$ cat src/rtl/mem_access_stage.sv
// Memory-access stage: converts ALU results into byte/half/word loads and stores
// over a req/ack data-memory port, producing writeback, store-done and fault pulses.
module mem_access_stage #(
    parameter int DATA_WIDTH     = 32,
    parameter int TIMEOUT_CYCLES = 16,
    parameter int REG_ADDR_WIDTH = 5
) (
    input  logic                      clk,
    input  logic                      reset,
    input  logic                      req_valid,
    output logic                      req_ready,
    input  logic                      mem_read,
    input  logic                      mem_write,
    input  logic [2:0]                funct3,
    input  logic [DATA_WIDTH-1:0]     alu_result,
    input  logic [DATA_WIDTH-1:0]     store_data,
    input  logic [REG_ADDR_WIDTH-1:0] rd,
    output logic                      dmem_req,
    output logic                      dmem_we,
    output logic [DATA_WIDTH-1:0]     dmem_addr,
    output logic [DATA_WIDTH-1:0]     dmem_wdata,
    output logic [DATA_WIDTH/8-1:0]   dmem_be,
    input  logic                      dmem_ack,
    input  logic [DATA_WIDTH-1:0]     dmem_rdata,
    output logic                      wb_valid,
    output logic [REG_ADDR_WIDTH-1:0] wb_rd,
    output logic [DATA_WIDTH-1:0]     wb_data,
    output logic                      store_done,
    output logic                      fault,
    output logic [1:0]                fault_code,
    output logic                      stall
);

    typedef enum logic {IDLE, BUSY} state_t;

    localparam int CW = $clog2(TIMEOUT_CYCLES) + 1;
    localparam logic [CW-1:0] TERM = CW'(TIMEOUT_CYCLES - 1);

    state_t                    state, state_n;
    logic [CW-1:0]             count, count_n;
    logic                      req_n, we_n, wbv_n, sdone_n, fault_n;
    logic [DATA_WIDTH-1:0]     addr_n, wdata_n, wbd_n;
    logic [DATA_WIDTH/8-1:0]   be_n;
    logic [REG_ADDR_WIDTH-1:0] wbr_n, lat_rd, lat_rd_n;
    logic [1:0]                code_n, lat_off, lat_off_n;
    logic [2:0]                lat_f3, lat_f3_n;
    logic                      lat_store, lat_store_n;

    logic                      accept, f3_legal, misaligned;
    logic [DATA_WIDTH-1:0]     st_wdata, ld_data;
    logic [DATA_WIDTH/8-1:0]   st_be;
    logic [7:0]                ld_byte;
    logic [15:0]               ld_half;

    assign req_ready = (state == IDLE);
    assign accept    = req_valid & req_ready;
    assign stall     = req_valid & ~req_ready;

    // Operation legality, alignment and store lane formation from the live request
    always_comb begin
        case (funct3)
            3'b000, 3'b001, 3'b010: f3_legal = 1'b1;
            3'b100, 3'b101:         f3_legal = mem_read;
            default:                f3_legal = 1'b0;
        endcase
        case (funct3[1:0])
            2'b01:   misaligned = alu_result[0];
            2'b10:   misaligned = |alu_result[1:0];
            default: misaligned = 1'b0;
        endcase
        case (funct3[1:0])
            2'b00: begin
                st_wdata = {4{store_data[7:0]}};
                st_be    = 4'b0001 << alu_result[1:0];
            end
            2'b01: begin
                st_wdata = {2{store_data[15:0]}};
                st_be    = alu_result[1] ? 4'b1100 : 4'b0011;
            end
            default: begin
                st_wdata = store_data;
                st_be    = 4'b1111;
            end
        endcase
    end

    // Load extraction uses the offset and size latched at request time
    always_comb begin
        ld_byte = dmem_rdata[{lat_off, 3'b000} +: 8];
        ld_half = lat_off[1] ? dmem_rdata[31:16] : dmem_rdata[15:0];
        case (lat_f3)
            3'b000:  ld_data = {{24{ld_byte[7]}}, ld_byte};
            3'b001:  ld_data = {{16{ld_half[15]}}, ld_half};
            3'b100:  ld_data = {24'b0, ld_byte};
            3'b101:  ld_data = {16'b0, ld_half};
            default: ld_data = dmem_rdata;
        endcase
    end

    always_comb begin
        state_n     = state;
        count_n     = count;
        req_n       = dmem_req;
        we_n        = dmem_we;
        addr_n      = dmem_addr;
        wdata_n     = dmem_wdata;
        be_n        = dmem_be;
        wbr_n       = wb_rd;
        wbd_n       = wb_data;
        wbv_n       = 1'b0;
        sdone_n     = 1'b0;
        fault_n     = 1'b0;
        code_n      = 2'b00;
        lat_rd_n    = lat_rd;
        lat_f3_n    = lat_f3;
        lat_off_n   = lat_off;
        lat_store_n = lat_store;
        case (state)
            IDLE: begin
                if (accept) begin
                    if (!mem_read && !mem_write) begin
                        wbv_n = 1'b1;
                        wbd_n = alu_result;
                        wbr_n = rd;
                    end else if ((mem_read && mem_write) || !f3_legal) begin
                        fault_n = 1'b1;
                        code_n  = 2'b10;
                    end else if (misaligned) begin
                        fault_n = 1'b1;
                        code_n  = 2'b01;
                    end else begin
                        state_n     = BUSY;
                        count_n     = '0;
                        req_n       = 1'b1;
                        we_n        = mem_write;
                        addr_n      = {alu_result[DATA_WIDTH-1:2], 2'b00};
                        wdata_n     = st_wdata;
                        be_n        = mem_write ? st_be : 4'b1111;
                        lat_rd_n    = rd;
                        lat_f3_n    = funct3;
                        lat_off_n   = alu_result[1:0];
                        lat_store_n = mem_write;
                    end
                end
            end
            BUSY: begin
                count_n = count + CW'(1);
                // An ack on the terminal count still completes normally
                if (dmem_ack) begin
                    state_n = IDLE;
                    req_n   = 1'b0;
                    if (lat_store) begin
                        sdone_n = 1'b1;
                    end else begin
                        wbv_n = 1'b1;
                        wbd_n = ld_data;
                        wbr_n = lat_rd;
                    end
                end else if (count == TERM) begin
                    state_n = IDLE;
                    req_n   = 1'b0;
                    fault_n = 1'b1;
                    code_n  = 2'b11;
                end
            end
            default: state_n = IDLE;
        endcase
    end

    always_ff @(posedge clk or posedge reset) begin
        if (reset) begin
            state      <= IDLE;
            count      <= '0;
            dmem_req   <= 1'b0;
            dmem_we    <= 1'b0;
            dmem_addr  <= '0;
            dmem_wdata <= '0;
            dmem_be    <= '0;
            wb_valid   <= 1'b0;
            wb_rd      <= '0;
            wb_data    <= '0;
            store_done <= 1'b0;
            fault      <= 1'b0;
            fault_code <= 2'b00;
            lat_rd     <= '0;
            lat_f3     <= 3'b000;
            lat_off    <= 2'b00;
            lat_store  <= 1'b0;
        end else begin
            state      <= state_n;
            count      <= count_n;
            dmem_req   <= req_n;
            dmem_we    <= we_n;
            dmem_addr  <= addr_n;
            dmem_wdata <= wdata_n;
            dmem_be    <= be_n;
            wb_valid   <= wbv_n;
            wb_rd      <= wbr_n;
            wb_data    <= wbd_n;
            store_done <= sdone_n;
            fault      <= fault_n;
            fault_code <= code_n;
            lat_rd     <= lat_rd_n;
            lat_f3     <= lat_f3_n;
            lat_off    <= lat_off_n;
            lat_store  <= lat_store_n;
        end
    end

endmodule

$ cat config.mk
export PLATFORM = sky130hd
export DESIGN_NAME = mem_access_stage
export DESIGN_NICKNAME = d
export VERILOG_FILES = /design/src/rtl/mem_access_stage.sv
export SDC_FILE = /design/constraint.sdc
export NUM_CORES = 1
export LEC_CHECK = 0
export ABC_CLOCK_PERIOD_IN_PS = 4540
export CORE_MARGIN = 3
export CORE_UTILIZATION = 59
export CTS_CLUSTER_SIZE = 10
export DETAILED_ROUTE_END_ITERATION = 10
export DONT_BUFFER_PORTS = 1
export PLACE_DENSITY = 0.73
export SLEW_MARGIN = 5
export SYNTH_ARGS = -nofsm -noshare
export SYNTH_HDL_FRONTEND = slang
export SYNTH_SLANG_ARGS = --single-unit
export TNS_END_PERCENT = 100
$ cat constraint.sdc
create_clock -name clk -period 4.54 [get_ports clk]
set_input_delay 0.454 -clock clk [delete_from_list [all_inputs] [get_ports clk]]
set_output_delay 0.454 -clock clk [all_outputs]
set_load 0.01 [all_outputs]
Word level (Yosys, flattened, before mapping)
Index checks and enable logic that the tools add are counted.
{"block": "word_totals", "ff_bits": 126, "latch_bits": 0, "mem_bits_rw": 0, "romBits": 0, "input_bits": 110, "out_inout_bits": 114, "n_memories": 0}
{"block": "op_classes", "addsub": 1, "multipliers": 0, "n_div": 0, "order_cmp": 0, "eq_ne": 18, "n_shift": 2, "n_mux": 59, "bitwise": 6, "n_reduce_logical": 16}
{"cell": "$mux W32", "n": 4}
{"cell": "$pmux W32 S2", "n": 2}
{"cell": "$pmux W32 S4", "n": 1}
{"cell": "$mux W5", "n": 8}
{"cell": "$shiftx A32 B6 Y8", "n": 1}
{"cell": "$mux W1", "n": 26}
{"cell": "$pmux W5 S2", "n": 2}
{"cell": "$mux W16", "n": 1}
{"cell": "$eq A3 B3 Y1 const B", "n": 4}
{"cell": "$pmux W1 S2", "n": 6}
{"cell": "$mux W2", "n": 5}
{"cell": "$ne A2 B2 Y1 const B", "n": 5}
{"cell": "$reduce_and A5 Y1", "n": 2}
{"cell": "$mux W4", "n": 2}
{"cell": "$pmux W4 S2", "n": 1}
{"cell": "$reduce_and A4 Y1", "n": 2}
{"cell": "$eq A3 B1 Y1 const B", "n": 2}
{"cell": "$logic_not A3 Y1", "n": 2}
{"cell": "$add A5 B1 Y5 const B", "n": 1}
{"cell": "$eq A5 B4 Y1 const B", "n": 1}
{"cell": "$ne A2 B1 Y1 const B", "n": 2}
{"cell": "$not A1 Y1", "n": 4}
{"cell": "$pmux W2 S2", "n": 1}
{"cell": "$reduce_or A2 Y1", "n": 2}
{"cell": "11 further kinds", "n": 15}

Longest topological paths before layout
{"block": "logic_depth", "depth_word": 9, "ltp_mapped": 9}

Least setup slack after synthesis
Ideal clock, no wire load.
{"block": "synth_timing", "kind": "input-to-reg", "from": "in funct3[0]", "to": "reg dmem_addr[10]", "arrival_time_ps": 2130, "path_slack_ps": 2283, "path_stages": 8, "n_path_buf": 2, "path_cell_list": "inv_1 -> ha_1 -> buf_2 -> nor3_1 -> a221o_1 -> nor3_4 -> buf_4 -> mux2_1"}
{"block": "synth_via", "elab_chain_cells": 7, "word_cells_on_any_way": 16, "cone_classes": "eq/ne: 6; mux: 2; bitwise: 2; reduce/logical: 6"}
{"element": "start, declared", "line": "14", "source": "input logic [2:0] funct3,"}
{"element": "$eq A3 B1 Y1, or another cell as far along", "line": "61", "source": "case (funct3)"}
{"element": "$reduce_or A3 Y1 or $reduce_or A2 Y1 (tied branches)", "line": "61"}
{"element": "$pmux W1 S2", "line": "61"}
{"element": "$logic_not A1 Y1", "line": "125", "source": "end else if ((mem_read && mem_write) || !f3_legal) begin"}
{"element": "$logic_or A1 B1 Y1", "line": "125"}
{"element": "$not A1 Y1 (no source line)"}
{"element": "$reduce_and A5 Y1 (no source line) (*)"}
{"element": "end signal, assigned", "line": "194", "source": "dmem_addr <= addr_n;"}
{"element": "end, declared", "line": "20", "source": "output logic [DATA_WIDTH-1:0] dmem_addr,"}
Every way passes the cells marked *; elsewhere a longest branch is shown, timed or not.
A chain may end at the register's enable or synchronous reset.

Final worst setup path
{"block": "layout_timing", "from": "reg state", "to": "reg lat_rd[0]"}
{"block": "layout_via", "elab_chain_cells": 3}
{"element": "start, declared", "line": "39", "source": "state_t state, state_n;"}
{"element": "start signal, assigned", "line": "190", "source": "state <= state_n;"}
{"element": "$not A1 Y1 (no source line) (*)"}
{"element": "$and A1 B1 Y1", "line": "56", "source": "assign accept = req_valid & req_ready;"}
{"element": "$reduce_and A5 Y1 (no source line) (*)"}
{"element": "end signal, assigned", "line": "203", "source": "lat_rd <= lat_rd_n;"}
{"element": "end, declared", "line": "44", "source": "logic [REG_ADDR_WIDTH-1:0] wbr_n, lat_rd, lat_rd_n;"}
Marks and branches as above.

==> results.tsv <==
stage	metric	value	unit
critical_path	Worst path slowest cell	and4b_1	
detailed_routing	Vias	4629	
critical_path	cell breakdown of the critical path	buf_4 -> inv_1 -> and4b_1 -> nand2_1 -> mux2_2	
timing	final hold slack	26.5	ps
cts	Clock transition at path regs	60	ps
critical_path	Setup CP Type	reg2reg	
placement	Post-Place Cell Area	6030	sq um
die	core area	9820	sq um
detailed_routing	Residual DRC	0	
critical_path	RR Startpoint	state$_DFF_PP0_	
synth	ys flop type	dfrtp_1	
timing	slew margin rel.	0.293	
global_route	largest net degree at the start of global routing	81	
pwr	Leak	2.80	nW
cts	Root Buffer	clkbuf_8	
synth	sequential share of the synthesized area	0.529	
critical_path	Worst Path Arrival	3090	ps
global_route	GRT Util Overall	0.288	
layout	post-route cell area	6690	sq um
flow_run	max cap viols	0	
timing	Layout Skew	5.92	ps
global_route	first-pass GRT wire length	25200	um
timing	Slew @ Worst Pin	1060	ps
critical_path	Worst R2R Path Depth	5	
synth	YS warnings	0	
pwr	Peak VDD IR	0.000258	V
detailed_routing	WL per Instance	23.9	um
worst_hold_path	hold endpoint	state$_DFF_PP0_	
global_route	global route overflow	0	
status	outcome	finished, final reports clean	
placement	gp weighted congestion	0.810	
synth	post-synthesis cell area	5970	sq um
timing	final setup fails	0	
global_route	number of global-route vias before repair	4589	
placement	hpwl dp	11600	um
detailed_routing	Antenna Violating Nets Remaining	0	
global_route	initial antenna violation count	0	
synth	number of synthesized flops with an enable pin	0	
layout	share of cells above drive strength 1	0.104	
critical_path	CP max stage delay	920	ps
synth	Async S/R FF share, synth	1.00	
detailed_routing	via density per instance	6.71	
critical_path	Worst R2R End	lat_rd[0]$_DFFE_PP0P_	
layout	Seq. cell area	3150	sq um
timing	period utilization	0.593	
layout	Fill cells	747	
die	die height	107	um
die	die width	107	um
die	I/O Pins	224	
critical_path	CP Launch Type	flop	
timing	Final Slew Violations	0	
synth	largest cells by area after synthesis	dfrtp_1 (53%), mux2_1 (5.7%), a21oi_1 (4.3%)	
timing	Hold Vio Cnt, Final	0	
cts	post-CTS sizing	0	
cts	maximum root-to-sink buffer count	2	
critical_path	CP endpoint kind	flop	
layout	Area growth syn-to-layout	12.1	%
timing	maximum clock rate	372	MHz
synth	library cells used by synthesis	47	
layout	Final #Nets	659	
detailed_routing	WL final	16500	um
cts	clock latency on the worst-skew pair	510	ps
worst_hold_path	Min-Delay Path Class	in2reg	
worst_hold_path	hold wc startpoint	dmem_ack	
pwr	Cell Pwr Density	636	nW/um^2
worst_hold_path	hold depth	1	
synth	Syn Area/Cell	10.7	sq um
synth	Post-Syn Instances	560	
critical_path	Worst R2R Setup Slack	1850	ps
placement	PortBufs	0	
die	Die ar.	11400	sq um
detailed_routing	Iteration-0 DRC Markers	383	
critical_path	Req. time, crit path	4940	ps
cts	CTS tree	yes	
die	Initial Util	0.608	
layout	area occupied by multi-input gates	2590	sq um
cts	Sink Count	126	
synth	top cell type's share of synthesized area	0.529	
synth	area leader, netlist	dfrtp_1	
die	Core Rows	36	
timing	final setup TNS	0	ps
critical_path	Max Fanout on Critical Path	35	
placement	pre-CTS WS	1600	ps
cts	total CTS buffers	17	
timing	fin worst setup slack	1850	ps
cts	Max H-tree Level	4	
detailed_routing	Initial DRT Pass Iterations	5	
timing	RSZ-0062 raised after global routing	false	
layout	number of diodes	0	
timing	clock period minus final worst setup slack	2690	ps
synth	Seq cells post-synth	126	
[kinds of logic after synthesis]
| logic type | Yosys count | synth area share |
|---|---|---|
| adder cells (fa/ha/maj) | 5 | 0.0105 |
| other | 1 | 0.000629 |
| AND/OR/NAND/NOR | 135 | 0.0998 |
| multiplexers | 64 | 0.118 |
| buffers and inverters | 55 | 0.0419 |
| AO/OA/AOI/OAI | 174 | 0.201 |
| flip-flops | 126 | 0.529 |
[cell usage after synthesis (4+ instances only)]
| master | number |
|---|---|
| nand2_1 | 43 |
| buf_4 | 7 |
| a22oi_1 | 18 |
| o21ai_0 | 14 |
| dfrtp_1 | 126 |
| mux2_2 | 10 |
| a211oi_1 | 6 |
| a2bb2oi_1 | 14 |
| ha_1 | 5 |
| nand2b_1 | 5 |
| buf_2 | 14 |
| a21oi_1 | 51 |
| nor2b_1 | 5 |
| a221oi_1 | 26 |
| nor3_1 | 8 |
| clkbuf_1 | 23 |
| inv_1 | 8 |
| nand3_1 | 4 |
| nor2_1 | 59 |
| a2111o_1 | 7 |
| a31oi_1 | 18 |
| mux2i_1 | 23 |
| mux2_1 | 30 |
| o22ai_1 | 8 |
[sequential cells by signal, summed over array words and instances (netlist names), 2 cells and up]
register    cells
count           5
fault_code      2
wb_data        32
dmem_be         4
lat_f3          3
dmem_addr      30
lat_rd          5
lat_off         2
dmem_wdata     32
wb_rd           5
[critical path, delay by kind of cell (launching register included)]
kind | cells | cell delay [ps]
simple gates | 2 | 1370
flops | 1 | 420
buf+inv | 2 | 410
mux | 1 | 390
[layer usage]
layer,up-vias,part of all wire,global-route usage
li1,2043,-,-
met1,2261,0.36,0.341
met2,282,0.49,0.471
met3,43,0.12,0.128
met4,0,0.025,0.0922
met5,-,0,0
[timing repair]
item,4_1_cts,5_1_grt
buffers inserted,0,0
hold buffers,1,0
endpoints found under the hold margin,79,0
endpoints found under the setup margin,0,0
[layout make-up]
cell class,instances,area share
Timing Repair Buffer,10,0.0135
Multi-Input combinational cell,380,0.387
Tap cell,133,0.0249
Inverter,9,0.00580
Clock buffer,23,0.0742
Clock inverter,9,0.0230
Sequential cell,126,0.471
[metrics by stage]
step / instances / power, W / util
2_1_floorplan: 561 / 0.00256 / -
3_3_place_gp: 657 / 0.00275 / 0.614
3_5_place_dp: 657 / 0.00281 / 0.614
4_1_cts: 690 / 0.00427 / 0.681
5_1_grt: 690 / 0.00446 / 0.681
6_report: 690 / 0.00426 / 0.681
[report_power, final]
group          internal [W]  switching [W]  total [W]
logic              0.000359       0.000398   0.000757
clock network      0.000979       0.000483    0.00146
registers           0.00152       0.000522    0.00204
total               0.00285        0.00140    0.00426
[placed cells by master (no fill, tap or decap), drive strengths merged, types with 6 or more instances in the layout]
cell | netlist | layout
mux2 | 40 | 40
a221oi | 26 | 26
a2111o | 7 | 7
mux2i | 23 | 23
o22ai | 8 | 8
a22oi | 18 | 18
nand2 | 43 | 43
nor3 | 10 | 10
a31oi | 18 | 18
inv | 8 | 8
buf | 23 | 9
a21oi | 51 | 51
nor2 | 59 | 59
dfrtp | 126 | 126
clkbuf | 23 | 23
o21ai | 15 | 15
a2bb2oi | 14 | 14
a211oi | 6 | 6
[worst max-delay path by stage]
stage          slack (ps)       startpoint                   endpoint  cells past startpoint
2_1_floorplan         730            reset       count[0]$_DFFE_PP0P_                      1
3_3_place_gp         1740        funct3[0]  dmem_addr[29]$_DFFE_PP0P_                      7
3_5_place_dp         1600        funct3[0]  dmem_addr[19]$_DFFE_PP0P_                      7
4_1_cts              1890  state$_DFF_PP0_      lat_rd[0]$_DFFE_PP0P_                      5
5_1_grt              1650  state$_DFF_PP0_      lat_rd[0]$_DFFE_PP0P_                      5
6_report             1850  state$_DFF_PP0_      lat_rd[0]$_DFFE_PP0P_                      5
Power figures use the tool's default switching activity.
